`config.mk`:
```
export PLATFORM = sky130hd
export DESIGN_NAME = phy_tx_serializer_flat
export DESIGN_NICKNAME = d
export VERILOG_FILES = /design/src/rtl/phy_tx_serializer_if.sv /design/src/rtl/phy_tx_serializer.sv /design/src/flat_wrapper.sv
export SDC_FILE = /design/constraint.sdc
export NUM_CORES = 1
export LEC_CHECK = 0
export CORE_ASPECT_RATIO = 1.25
export CORE_MARGIN = 8
export CORE_UTILIZATION = 30
export CTS_BUF_LIST = sky130_fd_sc_hd__clkbuf_2
export DETAILED_ROUTE_END_ITERATION = 10
export PLACE_DENSITY = 0.54
export REMOVE_ABC_BUFFERS = 1
export SYNTH_ARGS = -nofsm -noshare
export SYNTH_HDL_FRONTEND = slang
export SYNTH_SLANG_ARGS = --single-unit
```
`constraint.sdc`:
```
create_clock -name clk -period 12.4 [get_ports clk]
set_input_delay 2.48 -clock clk [delete_from_list [all_inputs] [get_ports clk]]
set_output_delay 2.48 -clock clk [all_outputs]
set_load 0.05 [all_outputs]
```
`src/rtl/phy_tx_serializer_if.sv`:
```
// rtl/phy_tx_serializer_if.sv - byte stream handshake into the PHY transmit serializer
interface phy_tx_serializer_if;
    logic [7:0] tx_d;
    logic       tx_dv;
    logic       tx_last;
    logic       tx_rdy;

    modport master (output tx_d, output tx_dv, output tx_last, input tx_rdy);
    modport slave  (input tx_d, input tx_dv, input tx_last, output tx_rdy);
endinterface

```
`src/rtl/phy_tx_serializer.sv`:
```
// rtl/phy_tx_serializer.sv - byte FIFO to MII/RMII symbol serializer with preamble, IFG and underrun abort
module phy_tx_serializer #(
    parameter int PHY_WIDTH   = 4,
    parameter int CLK_DIV     = 4,
    parameter int FIFO_DEPTH  = 16,
    parameter int START_LEVEL = 8,
    parameter int IFG_BYTES   = 12,
    parameter int PREAMBLE_EN = 1
) (
    input  logic                 clk,
    input  logic                 rst_n,
    phy_tx_serializer_if.slave   tx,
    output logic                 phy_ce,
    output logic [PHY_WIDTH-1:0] phy_txd,
    output logic                 phy_tx_en,
    output logic                 phy_tx_er,
    output logic                 underrun,
    output logic                 busy
);

    localparam int SYM      = 8 / PHY_WIDTH;
    localparam int SW       = $clog2(SYM);
    localparam int IFG_SYMS = IFG_BYTES * SYM;
    localparam int CW       = $clog2(IFG_SYMS + 8) + 1;
    localparam int DW       = $clog2(CLK_DIV);
    localparam int AW       = $clog2(FIFO_DEPTH);
    localparam int LW       = AW + 1;
    localparam bit USE_PRE  = (PREAMBLE_EN != 0);
    localparam logic [7:0] PRE_FIRST = 8'h55;

    typedef enum logic [2:0] {S_IDLE, S_PRE, S_DATA, S_ERR, S_DROP, S_IFG} state_t;

    state_t         state;
    logic [DW-1:0]  div;
    logic [SW-1:0]  sym;
    logic [CW-1:0]  cnt;
    logic [7:0]     sh;
    logic           cur_last;
    logic           drop_done;

    logic [8:0]     mem [FIFO_DEPTH];
    logic [LW-1:0]  wr_ptr, rd_ptr, level, frame_cnt;
    logic [8:0]     rd_word;
    logic           rd_last, full, empty;

    logic           dropping, accept, discard, push, pop;
    logic           byte_end, start_cond, ifg_done, want_data;
    logic           load_data, under_hit, drop_pop, drop_hit;
    logic [7:0]     pre_byte;

    // Symbol-rate divider, free running from reset release
    always_ff @(posedge clk or negedge rst_n) begin
        if (!rst_n)
            div <= '0;
        else if (div == DW'(CLK_DIV - 1))
            div <= '0;
        else
            div <= div + DW'(1);
    end

    assign phy_ce = (div == DW'(CLK_DIV - 1));
    assign busy   = (state != S_IDLE);

    assign level   = wr_ptr - rd_ptr;
    assign full    = (level == LW'(FIFO_DEPTH));
    assign empty   = (level == '0);
    assign rd_word = mem[rd_ptr[AW-1:0]];
    assign rd_last = rd_word[8];

    // While aborting, input that arrives with the FIFO already drained belongs to the
    // dead frame and is swallowed; anything queued behind FIFO contents keeps its order.
    assign dropping  = ((state == S_ERR) || (state == S_DROP)) && !drop_done;
    assign tx.tx_rdy = rst_n && (((state == S_DROP) && !drop_done) || !full);
    assign accept    = tx.tx_dv && tx.tx_rdy;
    assign discard   = accept && dropping && empty;
    assign push      = accept && !discard;

    assign byte_end   = (sym == SW'(SYM - 1));
    assign start_cond = (level >= LW'(START_LEVEL)) || (frame_cnt != '0);
    assign ifg_done   = (cnt == CW'(IFG_SYMS - 1));
    assign pre_byte   = (cnt == CW'(6)) ? 8'hD5 : 8'h55;

    // Decide whether this strobe must begin a new payload byte
    always_comb begin
        want_data = 1'b0;
        case (state)
            S_IDLE:  want_data = !USE_PRE && start_cond;
            S_IFG:   want_data = !USE_PRE && ifg_done && start_cond;
            S_PRE:   want_data = byte_end && (cnt == CW'(7));
            S_DATA:  want_data = byte_end && !cur_last;
            default: want_data = 1'b0;
        endcase
    end

    assign load_data = phy_ce && want_data && !empty;
    assign under_hit = phy_ce && want_data && empty;
    assign drop_pop  = dropping && !empty;
    assign pop       = load_data || drop_pop;
    assign drop_hit  = (drop_pop && rd_last) || (discard && tx.tx_last);

    // FIFO storage, written only on accepted non-discarded input
    always_ff @(posedge clk) begin
        if (push)
            mem[wr_ptr[AW-1:0]] <= {tx.tx_last, tx.tx_d};
    end

    // FIFO pointers and count of complete frames held in the FIFO
    always_ff @(posedge clk or negedge rst_n) begin
        if (!rst_n) begin
            wr_ptr    <= '0;
            rd_ptr    <= '0;
            frame_cnt <= '0;
        end else begin
            if (push)
                wr_ptr <= wr_ptr + LW'(1);
            if (pop)
                rd_ptr <= rd_ptr + LW'(1);
            case ({push && tx.tx_last, pop && rd_last})
                2'b10:   frame_cnt <= frame_cnt + LW'(1);
                2'b01:   frame_cnt <= frame_cnt - LW'(1);
                default: frame_cnt <= frame_cnt;
            endcase
        end
    end

    // Transmit state machine; PHY outputs only move on symbol strobes
    always_ff @(posedge clk or negedge rst_n) begin
        if (!rst_n) begin
            state     <= S_IDLE;
            sym       <= '0;
            cnt       <= '0;
            sh        <= '0;
            cur_last  <= 1'b0;
            drop_done <= 1'b0;
            phy_txd   <= '0;
            phy_tx_en <= 1'b0;
            phy_tx_er <= 1'b0;
            underrun  <= 1'b0;
        end else begin
            underrun <= under_hit;
            if (drop_hit)
                drop_done <= 1'b1;
            if (phy_ce) begin
                if (load_data) begin
                    state     <= S_DATA;
                    sym       <= '0;
                    cur_last  <= rd_last;
                    phy_txd   <= rd_word[PHY_WIDTH-1:0];
                    sh        <= rd_word[7:0] >> PHY_WIDTH;
                    phy_tx_en <= 1'b1;
                    phy_tx_er <= 1'b0;
                end else if (under_hit) begin
                    state     <= S_ERR;
                    sym       <= '0;
                    drop_done <= 1'b0;
                    phy_txd   <= '0;
                    phy_tx_en <= 1'b1;
                    phy_tx_er <= 1'b1;
                end else begin
                    case (state)
                        S_IDLE: begin
                            if (USE_PRE && start_cond) begin
                                state     <= S_PRE;
                                cnt       <= '0;
                                sym       <= '0;
                                phy_txd   <= PRE_FIRST[PHY_WIDTH-1:0];
                                sh        <= PRE_FIRST >> PHY_WIDTH;
                                phy_tx_en <= 1'b1;
                                phy_tx_er <= 1'b0;
                            end
                        end
                        S_PRE, S_DATA: begin
                            if (!byte_end) begin
                                sym     <= sym + SW'(1);
                                phy_txd <= sh[PHY_WIDTH-1:0];
                                sh      <= sh >> PHY_WIDTH;
                            end else if (state == S_PRE) begin
                                cnt     <= cnt + CW'(1);
                                sym     <= '0;
                                phy_txd <= pre_byte[PHY_WIDTH-1:0];
                                sh      <= pre_byte >> PHY_WIDTH;
                            end else begin
                                state     <= S_IFG;
                                cnt       <= '0;
                                phy_txd   <= '0;
                                phy_tx_en <= 1'b0;
                                phy_tx_er <= 1'b0;
                            end
                        end
                        S_ERR: begin
                            if (!byte_end) begin
                                sym <= sym + SW'(1);
                            end else begin
                                state     <= (drop_done || drop_hit) ? S_IFG : S_DROP;
                                cnt       <= '0;
                                phy_txd   <= '0;
                                phy_tx_en <= 1'b0;
                                phy_tx_er <= 1'b0;
                            end
                        end
                        S_DROP: begin
                            if (drop_done) begin
                                state <= S_IFG;
                                cnt   <= '0;
                            end
                        end
                        S_IFG: begin
                            if (!ifg_done) begin
                                cnt <= cnt + CW'(1);
                            end else if (USE_PRE && start_cond) begin
                                state     <= S_PRE;
                                cnt       <= '0;
                                sym       <= '0;
                                phy_txd   <= PRE_FIRST[PHY_WIDTH-1:0];
                                sh        <= PRE_FIRST >> PHY_WIDTH;
                                phy_tx_en <= 1'b1;
                                phy_tx_er <= 1'b0;
                            end else begin
                                state <= S_IDLE;
                            end
                        end
                        default: state <= S_IDLE;
                    endcase
                end
            end
        end
    end

endmodule
```
`src/flat_wrapper.sv`:
```
// flat-port wrapper written by rule: the top's interface ports become plain ports
module phy_tx_serializer_flat 
#(
    parameter int PHY_WIDTH   = 4,
    parameter int CLK_DIV     = 4,
    parameter int FIFO_DEPTH  = 16,
    parameter int START_LEVEL = 8,
    parameter int IFG_BYTES   = 12,
    parameter int PREAMBLE_EN = 1
)
  (clk, rst_n, phy_ce, phy_txd, phy_tx_en, phy_tx_er, underrun, busy, tx_tx_d, tx_tx_dv, tx_tx_last, tx_tx_rdy);
  phy_tx_serializer_if tx_i ();
  input  logic clk;
  input  logic rst_n;
  output logic phy_ce;
  output logic [PHY_WIDTH-1:0] phy_txd;
  output logic phy_tx_en;
  output logic phy_tx_er;
  output logic underrun;
  output logic busy;
  input wire logic [$bits(tx_i.tx_d)-1:0] tx_tx_d;
  input wire logic [$bits(tx_i.tx_dv)-1:0] tx_tx_dv;
  input wire logic [$bits(tx_i.tx_last)-1:0] tx_tx_last;
  output wire logic [$bits(tx_i.tx_rdy)-1:0] tx_tx_rdy;
  assign tx_i.tx_d = tx_tx_d;
  assign tx_i.tx_dv = tx_tx_dv;
  assign tx_i.tx_last = tx_tx_last;
  assign tx_tx_rdy = tx_i.tx_rdy;
  phy_tx_serializer #(.PHY_WIDTH(PHY_WIDTH), .CLK_DIV(CLK_DIV), .FIFO_DEPTH(FIFO_DEPTH), .START_LEVEL(START_LEVEL), .IFG_BYTES(IFG_BYTES), .PREAMBLE_EN(PREAMBLE_EN)) u_core (.clk(clk), .rst_n(rst_n), .tx(tx_i), .phy_ce(phy_ce), .phy_txd(phy_txd), .phy_tx_en(phy_tx_en), .phy_tx_er(phy_tx_er), .underrun(underrun), .busy(busy));
endmodule
```
==> metrics.yaml <==
status: "finished, final reports clean"
syn_inst: 514
nNetsFinal: 564
power_w: 0.00119
yosys_warnings: 0
grt_usage_pct: 10.9
coreArea_um2: 27500
ctsHtreeMaxLevel: 4
cts_root_buffer: "clkbuf_2"
cts_buffers: 17
fillers: 2674
ctsResizeCount: 0
grt_pass1_vias: 4672
drive_gt1_share_pct: 17.5
cp-start-kind: "primary input"
vdd_drop_max_uv: 53.7
die-height_um: 202
drv_cap: 0
fin_crit_sh_pct: 54.3
crit_path_end_kind: "output pin"
cts_sinks: 184
vias_per_cell: 5.01
routed_wl_um: 17600
dr.pass1.iters: 5
ys.flop_type: "edfxtp_1"
route.detailed.wl_per_inst_um: 19.6
pwr_density_cell_nw_per_um2: 131
grt_pass1_wl_um: 27500
ioPinCount: 22
path_cells: "buf_2, nor2b_1, clkdlybuf4s50_1"
synth_area_leaders: "edfxtp_1 (52%), dfrtp_1 (12%), mux4_2 (8.1%)"
seq_area_frac_synth_pct: 64.0
ant_nets: 0
drt_iter0_markers: 360
rows: 68
grt_setup_unrepaired: "false"
ys_async_sr_fraction_pct: 21.7
drc: 0
path_class: "in2out"
synth-seq-cells: 184
hold_viol_final: 0
port_buffers: 21
critPathRequiredTime_ps: 9920
relSlewSlack_pct: 21.2
hpwl_um: 11200
place_congestion: 0.784
clk_pin_slew_ps: 300
overflow: 0
synth_area_um2: 8310
finalSetupTns_ps: 0
yosysUniqueCellTypes: 76
hold_path_class: "reg2reg"
slowest_delay_ps: 810
fmax_mhz: 149
clkLatencyLatePin_ps: 740
crit_fanout: 43
yosys-top-cells-count: "edfxtp_1 (144), dfrtp_1 (40), mux4_2 (30), nand2_1 (25)"
postCtsHoldBufs: 0
avgSynthCellArea_um2: 16.2
cts_tree: "yes"
worst_slew_pin_slew_ps: 1180
arrival_ps: 4250
synth_most_common_cell: "edfxtp_1"
p_leak_nw: 3.05
synthToLayoutAreaGrowth_pct: 9.24
cts_setup_buffers: 0
cts_buffer_depth: 2
period_needed_ps: 6730
setup_viol: 0
die_x_um: 165
die_area_um2: 33300
grt_max_degree: 44
cp_slowest_cell: "clkdlybuf4s50_1"
maxSlewViolCount: 0
yosys.area.top_type: "edfxtp_1"
antenna_found_initial: 1
finClkSkew_ps: 43.2
synth_top_area_share_pct: 52.0
vias: 4505
start_util_pct: 30.3
synth_edf_count: 144
## per-layer routing
metal / global-route usage [%] / vias up / wire [um]
met2: 18.5 / 89 / 9150
met1: 13.6 / 2343 / 7600
li1: - / 2061 / -
met3: 2.32 / 12 / 652
met4: 3.29 / 0 / 210
met5: 0 / - / 0
## worst paths after layout
kind	start	end	slack, ps	cells past startpoint
setup / recovery	rst_n	tx_tx_rdy	5670	3
min in group asynchronous	rst_n	u_core.div[1]	1830	1
hold reg to reg	u_core.div[0]	u_core.div[0]	450	1
setup reg to reg	u_core.rd_ptr[1]	u_core.mem[9][8]	8010	9
max in group asynchronous	rst_n	u_core.rd_ptr[0]	9920	1
hold / removal	u_core.div[0]	u_core.div[0]	450	1
## metrics by stage
| step | std cells | util, % | instance area, um^2 | hold WS, ps | setup slack, ps |
|---|---|---|---|---|---|
| 2_1_floorplan | 493 | - | 8180 | 403 | 6730 |
| 3_3_place_gp | 866 | 32.2 | 8840 | 415 | 5640 |
| 3_5_place_dp | 866 | 32.2 | 8840 | 419 | 5580 |
| 4_1_cts | 898 | 33.0 | 9080 | 449 | 5580 |
| 5_1_grt | 899 | 33.0 | 9080 | 473 | 5430 |
| 6_report | 899 | 33.0 | 9080 | 448 | 5670 |
## layout make-up
class | count | area, um^2 | area share, %
Multi-Input combinational cell | 284 | 2760 | 30.4
Clock buffer | 17 | 85.1 | 0.937
Antenna cell | 1 | 2.50 | 0.0276
Clock inverter | 15 | 158 | 1.74
Tap cell | 350 | 438 | 4.82
Timing Repair Buffer | 23 | 220 | 2.42
Inverter | 25 | 93.8 | 1.03
Sequential cell | 184 | 5330 | 58.6
## critical path, delay by kind of cell
family                 cells  cell delay, ps
AND/OR/NAND/NOR            1             220
buffers and inverters      2            1540
## flip-flops by register name, summed over array words and instances (netlist names)
name	cells
u_core.cnt	6
u_core.state	3
u_core.rd_ptr	5
u_core.cur_last	1
u_core.frame_cnt	5
u_core.phy_txd	4
u_core.phy_tx_er	1
u_core.drop_done	1
u_core.div	2
u_core.byte_end	1
u_core.phy_tx_en	1
u_core.sh	4
u_core.underrun	1
u_core.wr_ptr	5
u_core.mem	144
## power by group
group / switching [W] / leakage [nW] / internal [W]
registers: 0.0000262 / 1.80 / 0.000704
logic: 0.000102 / 1.11 / 0.0000646
clock network: 0.000232 / 0.136 / 0.0000652
total: 0.000360 / 3.05 / 0.000834
## placed cells by master (no fill, tap or decap), types with 7 or more instances in the layout
cell type        netlist  layout
xor2_1                 7       7
o21ai_0               21      21
nand2_1               25      25
clkdlybuf4s50_1        0      20
a21o_1                 7       7
ha_1                  16      16
mux2_2                 7       7
mux4_2                30      30
inv_1                 23      23
mux4_1                12      12
a21oi_1               15      15
and2_1                10      10
edfxtp_1             144     144
dfrtp_1               40      39
nand4_1                7       7
xnor2_1               10      10
nand3_1               13      13
nor2_1                23      23
clkbuf_2               0      17
## logic make-up after synthesis
group                    synth area share [%]
AO/OA/AOI/OAI                            7.10
multiplexers                             13.5
AND/OR/NAND/NOR                          7.89
adder cells (fa/ha/maj)                  2.65
buffers and inverters                    2.77
flip-flops                               64.0
XOR/XNOR                                 2.08
Power figures use the tool's default switching activity.
